$ cat src/rtl/control_sequencer_pkg.sv
// ============================================================================
// control_sequencer_pkg
//   Shared opcode, micro-step and control-word definitions for the SAP-1
//   sequencer, instruction register and top-level wiring.
//   Revision: 1.0
// ============================================================================
`default_nettype none

package control_sequencer_pkg;

  localparam int OPCODE_WIDTH = 4;
  localparam int NUM_STEPS    = 5;
  localparam int STEP_WIDTH   = $clog2(NUM_STEPS);

  localparam logic [OPCODE_WIDTH-1:0] c_op_nop = 4'b0000;
  localparam logic [OPCODE_WIDTH-1:0] c_op_lda = 4'b0001;
  localparam logic [OPCODE_WIDTH-1:0] c_op_add = 4'b0010;
  localparam logic [OPCODE_WIDTH-1:0] c_op_sub = 4'b0011;
  localparam logic [OPCODE_WIDTH-1:0] c_op_sta = 4'b0100;
  localparam logic [OPCODE_WIDTH-1:0] c_op_ldi = 4'b0101;
  localparam logic [OPCODE_WIDTH-1:0] c_op_jmp = 4'b0110;
  localparam logic [OPCODE_WIDTH-1:0] c_op_jc  = 4'b0111;
  localparam logic [OPCODE_WIDTH-1:0] c_op_jz  = 4'b1000;
  localparam logic [OPCODE_WIDTH-1:0] c_op_out = 4'b1110;
  localparam logic [OPCODE_WIDTH-1:0] c_op_hlt = 4'b1111;

  typedef enum logic [STEP_WIDTH-1:0] {
    T0 = 3'd0,
    T1 = 3'd1,
    T2 = 3'd2,
    T3 = 3'd3,
    T4 = 3'd4
  } step_e;

  typedef struct packed {
    logic halt;
    logic pc_out;
    logic pc_inc;
    logic pc_load;
    logic mar_load;
    logic ram_out;
    logic ram_load;
    logic ir_load;
    logic ir_out;
    logic a_load;
    logic a_out;
    logic b_load;
    logic alu_out;
    logic alu_sub;
    logic flags_load;
    logic out_load;
  } ctrl_word_t;

endpackage

`default_nettype wire

$ cat src/rtl/control_sequencer_microcode_decoder.sv
// ============================================================================
// microcode_decoder
//   Pure combinational (step, opcode, flags) -> control word lookup.
//   Revision: 1.0
// ============================================================================
`default_nettype none

module microcode_decoder
  import control_sequencer_pkg::*;
(
  input  step_e                   step,
  input  logic [OPCODE_WIDTH-1:0] opcode,
  input  logic                    carry,
  input  logic                    zero,
  output ctrl_word_t              cw
);

  always_comb begin
    cw = '0;
    unique case (step)
      T0: begin
        cw.pc_out   = 1'b1;
        cw.mar_load = 1'b1;
      end
      T1: begin
        cw.ram_out = 1'b1;
        cw.ir_load = 1'b1;
        cw.pc_inc  = 1'b1;
      end
      T2: begin
        case (opcode)
          c_op_lda, c_op_add, c_op_sub, c_op_sta: begin
            cw.ir_out   = 1'b1;
            cw.mar_load = 1'b1;
          end
          c_op_ldi: begin
            cw.ir_out = 1'b1;
            cw.a_load = 1'b1;
          end
          c_op_jmp: begin
            cw.ir_out  = 1'b1;
            cw.pc_load = 1'b1;
          end
          // Flags only move on FI in T4, so sampling them here is glitch-free
          c_op_jc: begin
            cw.ir_out  = carry;
            cw.pc_load = carry;
          end
          c_op_jz: begin
            cw.ir_out  = zero;
            cw.pc_load = zero;
          end
          c_op_out: begin
            cw.a_out    = 1'b1;
            cw.out_load = 1'b1;
          end
          c_op_hlt: cw.halt = 1'b1;
          default:  cw = '0;
        endcase
      end
      T3: begin
        case (opcode)
          c_op_lda: begin
            cw.ram_out = 1'b1;
            cw.a_load  = 1'b1;
          end
          c_op_add, c_op_sub: begin
            cw.ram_out = 1'b1;
            cw.b_load  = 1'b1;
          end
          c_op_sta: begin
            cw.a_out    = 1'b1;
            cw.ram_load = 1'b1;
          end
          default: cw = '0;
        endcase
      end
      T4: begin
        if (opcode == c_op_add || opcode == c_op_sub) begin
          cw.alu_out    = 1'b1;
          cw.a_load     = 1'b1;
          cw.flags_load = 1'b1;
          cw.alu_sub    = (opcode == c_op_sub);
        end
      end
      default: cw = '0;
    endcase
  end

endmodule

`default_nettype wire

$ cat src/rtl/control_sequencer.sv
// ============================================================================
// control_sequencer
//   SAP-1 T-state counter with sticky halt; drives the datapath control word.
//   Revision: 1.0
// ============================================================================
`default_nettype none

module control_sequencer
  import control_sequencer_pkg::*;
(
  input  logic                    mclk,
  input  logic                    i_reset,
  input  logic                    mclk_en,
  input  logic [OPCODE_WIDTH-1:0] i_opcode,
  input  logic                    i_carry,
  input  logic                    i_zero,
  output logic [STEP_WIDTH-1:0]   o_step,
  output logic                    o_pc_out,
  output logic                    o_pc_inc,
  output logic                    o_pc_load,
  output logic                    o_mar_load,
  output logic                    o_ram_out,
  output logic                    o_ram_load,
  output logic                    o_ir_load,
  output logic                    o_ir_out,
  output logic                    o_a_load,
  output logic                    o_a_out,
  output logic                    o_b_load,
  output logic                    o_alu_out,
  output logic                    o_alu_sub,
  output logic                    o_flags_load,
  output logic                    o_out_load,
  output logic                    o_halt
);

  step_e      r_step;
  step_e      w_step_nxt;
  logic       r_halted;
  logic       w_halted_nxt;
  ctrl_word_t w_cw;
  ctrl_word_t w_cw_masked;

  microcode_decoder u_decoder (
    .step   (r_step),
    .opcode (i_opcode),
    .carry  (i_carry),
    .zero   (i_zero),
    .cw     (w_cw)
  );

  always_ff @(posedge mclk) begin
    if (i_reset) begin
      r_step   <= T0;
      r_halted <= 1'b0;
    end else begin
      r_step   <= w_step_nxt;
      r_halted <= w_halted_nxt;
    end
  end

  // HLT freezes the counter at T2 instead of advancing out of it
  always_comb begin
    w_step_nxt   = r_step;
    w_halted_nxt = r_halted;
    if (mclk_en && !r_halted) begin
      if (w_cw.halt) begin
        w_halted_nxt = 1'b1;
      end else if (r_step == step_e'(NUM_STEPS - 1)) begin
        w_step_nxt = T0;
      end else begin
        w_step_nxt = step_e'(r_step + 1'b1);
      end
    end
  end

  always_comb begin
    w_cw_masked = r_halted ? '0 : w_cw;
  end

  assign o_step       = r_step;
  assign o_pc_out     = w_cw_masked.pc_out;
  assign o_pc_inc     = w_cw_masked.pc_inc;
  assign o_pc_load    = w_cw_masked.pc_load;
  assign o_mar_load   = w_cw_masked.mar_load;
  assign o_ram_out    = w_cw_masked.ram_out;
  assign o_ram_load   = w_cw_masked.ram_load;
  assign o_ir_load    = w_cw_masked.ir_load;
  assign o_ir_out     = w_cw_masked.ir_out;
  assign o_a_load     = w_cw_masked.a_load;
  assign o_a_out      = w_cw_masked.a_out;
  assign o_b_load     = w_cw_masked.b_load;
  assign o_alu_out    = w_cw_masked.alu_out;
  assign o_alu_sub    = w_cw_masked.alu_sub;
  assign o_flags_load = w_cw_masked.flags_load;
  assign o_out_load   = w_cw_masked.out_load;
  assign o_halt       = r_halted | w_cw.halt;

endmodule

`default_nettype wire

$ cat config.mk
export PLATFORM = sky130hd
export DESIGN_NAME = control_sequencer
export DESIGN_NICKNAME = d
export VERILOG_FILES = /design/src/rtl/control_sequencer_pkg.sv /design/src/rtl/control_sequencer_microcode_decoder.sv /design/src/rtl/control_sequencer.sv
export SDC_FILE = /design/constraint.sdc
export NUM_CORES = 1
export LEC_CHECK = 0
export BUFFER_PORTS_ARGS = -buffer_cell sky130_fd_sc_hd__buf_4
export CORE_MARGIN = 2
export CORE_UTILIZATION = 39
export CTS_BUF_LIST = sky130_fd_sc_hd__clkbuf_8
export DETAILED_ROUTE_END_ITERATION = 10
export PLACE_DENSITY = 0.67
export RECOVER_POWER = 100
export SYNTH_ARGS = -nofsm -noshare
export SYNTH_HDL_FRONTEND = slang
export SYNTH_SLANG_ARGS = --single-unit
export TNS_END_PERCENT = 20
$ cat constraint.sdc
create_clock -name mclk -period 1.8 [get_ports mclk]
set_clock_uncertainty 0.1 [all_clocks]
set_input_delay 0.09 -clock mclk [delete_from_list [all_inputs] [get_ports mclk]]
set_output_delay 0.09 -clock mclk [all_outputs]
set_load 0.005 [all_outputs]
# Word level (Yosys, flattened, before mapping)
# Cells that the tools add are included.
# word_totals
wordCells	55
output_inout_bits	19
regBits	4
input_bits	9
# classes
eq_ne	14
bitwise	2
reduce_logical	10
addsub	1
mux	26
# ops
operator	n
== test 4 x 3 -> 1 bit (second input constant)	4
two-way mux 1 bit	16
two-way mux 15 bit	1
== test 4 bit (second input constant)	3
two-way mux 3 bit	3
case mux 1 bit (3 select lines)	3
== test 4 x 2 -> 1 bit (second input constant)	2
== test 3 x 2 -> 1 bit (second input constant)	2
OR reduction 6 bit	1
== test 4 x 1 -> 1 bit (second input constant)	1
case mux 1 bit (2 select lines)	2
case mux 2 bit (2 select lines)	1
AND reduction 2 bit	2
OR reduction 4 bit	1
adder 3 x 1 -> 3 bit (second input constant)	1
== test 3 x 1 -> 1 bit (second input constant)	1
== test 3 bit (second input constant)	1
zero test 3 bit	1
OR reduction 3 bit	1
OR reduction 2 bit	1
logical AND 1 bit	1
zero test 1 bit	1
logical OR 1 bit	1
NOT 1 bit	1
OR 1 bit	1

# Logic depth before layout (Yosys ltp)
# depth
depth_word	5
depth_mapped	5
depth_no_buf	5

# Hierarchy
# From an unflattened synthesis, not the netlist that was laid out.
# unflattened
hier_cells	79
area_unflattened_um2	586.8
# by_module_without_submodules
mod	area_per_inst_um2	seq_area_each_um2	instances	cells_per_inst
control_sequencer	311.5	80.1	1	36
microcode_decoder	275.3	0.0	1	43

# Least setup slack after synthesis
# No wires, ideal clock.
# synth_timing
path_type	register to output
startpoint	register r_step[0], in the netlist o_step[0]
endpoint	output o_a_load
stages_incl_launch_ff	6
t_required_ns	1.610
setup_slack_ns	0.051
arrival_time_ns	1.559
n_path_buf	0
cell_sequence	dfxtp_1 ha_1 ha_1 nand2b_1 a2111o_1 a2111oi_2
# synth_between
elab_chain_cells	3
word_cells_on_any_way	5
classes_between	3 x eq/ne; 2 x mux
# synth_lines
item	line	source
start, declared	control_sequencer.sv:36	step_e r_step;
start signal, assigned	control_sequencer.sv:56	r_step <= w_step_nxt;
== test 3 bit or == test 3 x 2 -> 1 bit (tied branches)	control_sequencer_microcode_decoder.sv:20	unique case (step)
case mux 1 bit (3 select lines) *	control_sequencer_microcode_decoder.sv:20	
two-way mux 15 bit *	control_sequencer.sv:77	w_cw_masked = r_halted ? '0 : w_cw;
end, declared	control_sequencer.sv:26	output logic o_a_load,
# Mark *: on every way between the ends. The rest lies on a longest branch, timed or not.

# Worst setup path after layout
# layout_timing
startpoint	register r_step[1], in the netlist o_step[1]
endpoint	output o_a_load
# Same word-level chain as after synthesis.

==> qor.yml <==
wire_per_inst_um: 13.3
die_h_um: 42.0
rrSetupSlack_ps: 90
yosysSeqAreaShare_pct: 14.3
antenna_found_initial: 0
place_hpwl_um: 1210
drt_iter0_drc: 9
vias_per_cell: 5.41
failed_checks: "setup timing"
drive_gt1_share_pct: 43.5
startpoint: "o_step[1]"
crit_fanout: 4
synth_xor_area_share_pct: 0
hp-class: "in2reg"
ir_drop_mv: 0.524
drc: 0
cp_common_cell: "ha_4"
reg2reg_to: "o_step[2]"
rr_worst_depth: 6
p_sw_uw: 120
final_cell_mix: "27 x buf_4, 10 x nand2_1, 8 x nor2_1"
track_usage_pct: 19.0
htreeDepth: 1
worst_setup_path_end_kind: "output port"
fillers: 123
grt_pass1_wl_um: 2630
start_kind: "register"
crit_path_cell_trace: "ha_4 -> ha_4 -> nand2b_1 -> a2111o_1 -> a2111oi_2 -> buf_4"
drt-total-wl_um: 1630
fmax_mhz: 512
status: "complete, but fails checks"
numPortBuffers: 27
clockPowerShare_pct: 41.7
timing.final.ws_setup_ps: -152
whs_ps: 93.5
yosys_most_used_dff: "dfxtp_1"
cp_top_family: "compound AO/OA/AOI/OAI gates"
num_rows: 13
synth_warnings: 0
place.gp.congestion: 0.756
slew_headroom_pct: 76.0
synth_compound_area_share_pct: 19.4
crit_type: "reg2out"
p_int_uw: 316
finalHoldViolCount: 0
leakage_nw: 0.379
finalPower_uw: 436
min_from: "mclk_en"
synthAdderAreaFrac_pct: 11.1
combPwrFrac_pct: 34.8
maxCapViolCount: 0
clockBufferDepth: 2
final_max_slew_viol_count: 0
n_antenna_cell: 0
initial_utilization_pct: 42.6
hold_end: "r_halted"
p_per_area_nw_per_um2: 493
cts_made_buffers: 3
die_w_um: 42.0
drt_first_pass_iters: 5
overflow: 0
r2r_start: "o_step[0]"
synth.avg_cell_area_um2: 7.39
clkTransAtPathRegs_ps: 30
setup_viol: 2
synth.area.mux_share_pct: 5.35
final_common_cell: "buf_4"
finalCritPeriodShare_pct: 108
num_vias: 665
sequentialPowerShare_pct: 23.5
synthToLayoutAreaGrowth_pct: 57.5
synth-edff-count: 0
syn-instance-count: 76
path_buf_inv: 1
cpPeakStageDelay_ps: 380
nNetsFinal: 124
core_area_um2: 1320
ys_ff_latch: 4
grt_max_degree: 12
sw_frac_of_total_pct: 27.4
min_path_cells: 3
netlist_area_um2: 562
synth.distinct_cells: 34
rsz0062_at_grt: "true"
worst_pin_slew_ps: 360
synth_top_family_by_area: "simple AND/OR/NAND/NOR gates"
cts_sinks: 4
antenna_left: 0
period_needed_ps: 1950
grt_pass1_vias: 610
synthesis.nets: 90
async_flop_share_pct: 0
die-area_um2: 1760
io_pins: 28
cp_slowest_cell: "a2111o_1"
required_ps: 1610
cts_tree: "built"
critPathArrivalTime_ps: 1760
cts.root.buffer_cell: "clkbuf_8"
synthSimpleGateAreaFrac_pct: 40.5
worstSkewPairLatency_ps: 210
## state kept, by name, indices dropped and copies added (netlist names)
register,count
o_step,3
r_halted,1
## power by group through the flow
stage | Clock, mW | Sequential (mW) | Combinational (mW)
2_1_floorplan | 0 | 0.102 | 0.0729
3_3_place_gp | 0 | 0.0994 | 0.145
3_5_place_dp | 0 | 0.100 | 0.147
4_1_cts | 0.185 | 0.103 | 0.156
5_1_grt | 0.190 | 0.104 | 0.167
6_report | 0.182 | 0.103 | 0.152
## logic make-up after synthesis
family,Yosys count
adders and majority gates,5
and+or+nand+nor,41
buffers and inverters,10
DFF,4
muxes,3
AOI/OAI and AO/OA,13
## worst max-delay path by stage
stage,to,slack (ps),depth (start not counted)
floorplan,o_a_load,50,5
global placement,o_a_load,-20,6
detailed placement,o_a_load,-70,6
CTS,o_a_load,-190,6
global route,o_a_load,-220,6
finish,o_a_load,-150,6
## final cells by class
type,instances,area (um^2),area share [%]
Inverter,5,18.8,2.12
Tap cell,15,18.8,2.12
Timing Repair Buffer,34,251,28.4
Sequential cell,4,87.6,9.90
Multi-Input combinational cell,62,467,52.8
Clock buffer,3,41.3,4.67
## Yosys cell counts, drive strengths merged, types with 2 or more instances
master,count,area (um^2)
nand2,10,37.5
nor2,8,30.0
ha,5,62.6
inv,5,18.8
dfxtp,4,80.1
nand2b,4,25.0
buf,3,26.3
mux2i,3,30.0
nor3,3,15.0
a21oi,2,10.0
and2,2,12.5
clkbuf,2,7.51
nand3,2,10.0
nand3b,2,15.0
o21bai,2,15.0
or3,2,12.5
## stage by stage
step                instance area, um^2  setup WS, ps  instances  util (%)  setup TNS, ps
floorplan                           562          51.3         76         -              0
CTS                                 891          -191        123      67.6           -196
detailed placement                  787         -66.7        118      59.7          -66.7
global placement                    787         -18.9        118      59.7          -18.9
global route                        885          -216        123      67.1           -809
finish                              885          -152        123      67.1           -190
## worst min-delay path: cells and delay by family
family	cells	cell delay [ps]
compound gates	1	110
buf+inv	1	80
simple gates	1	90
## what timing repair did
| item | CTS | global route |
|---|---|---|
| endpoints found under the setup margin | 1 | 5 |
| gates resized for setup | 11 | 0 |
| buffers inserted | 1 | 0 |
| hold buffers | 1 | 0 |
| hold endpoints to repair | 1 | 0 |
| pin swaps | 3 | 1 |
## metal layers
layer / wire, um / global-route usage, % / part of all wire, %
met2: 820 / 34.7 / 50
met4: 13 / 7.74 / 0.80
met1: 689 / 22.1 / 42
met5: 0 / 0 / 0
met3: 107 / 2.17 / 6.6
No activity file was read; power rests on OpenSTA's default activity.
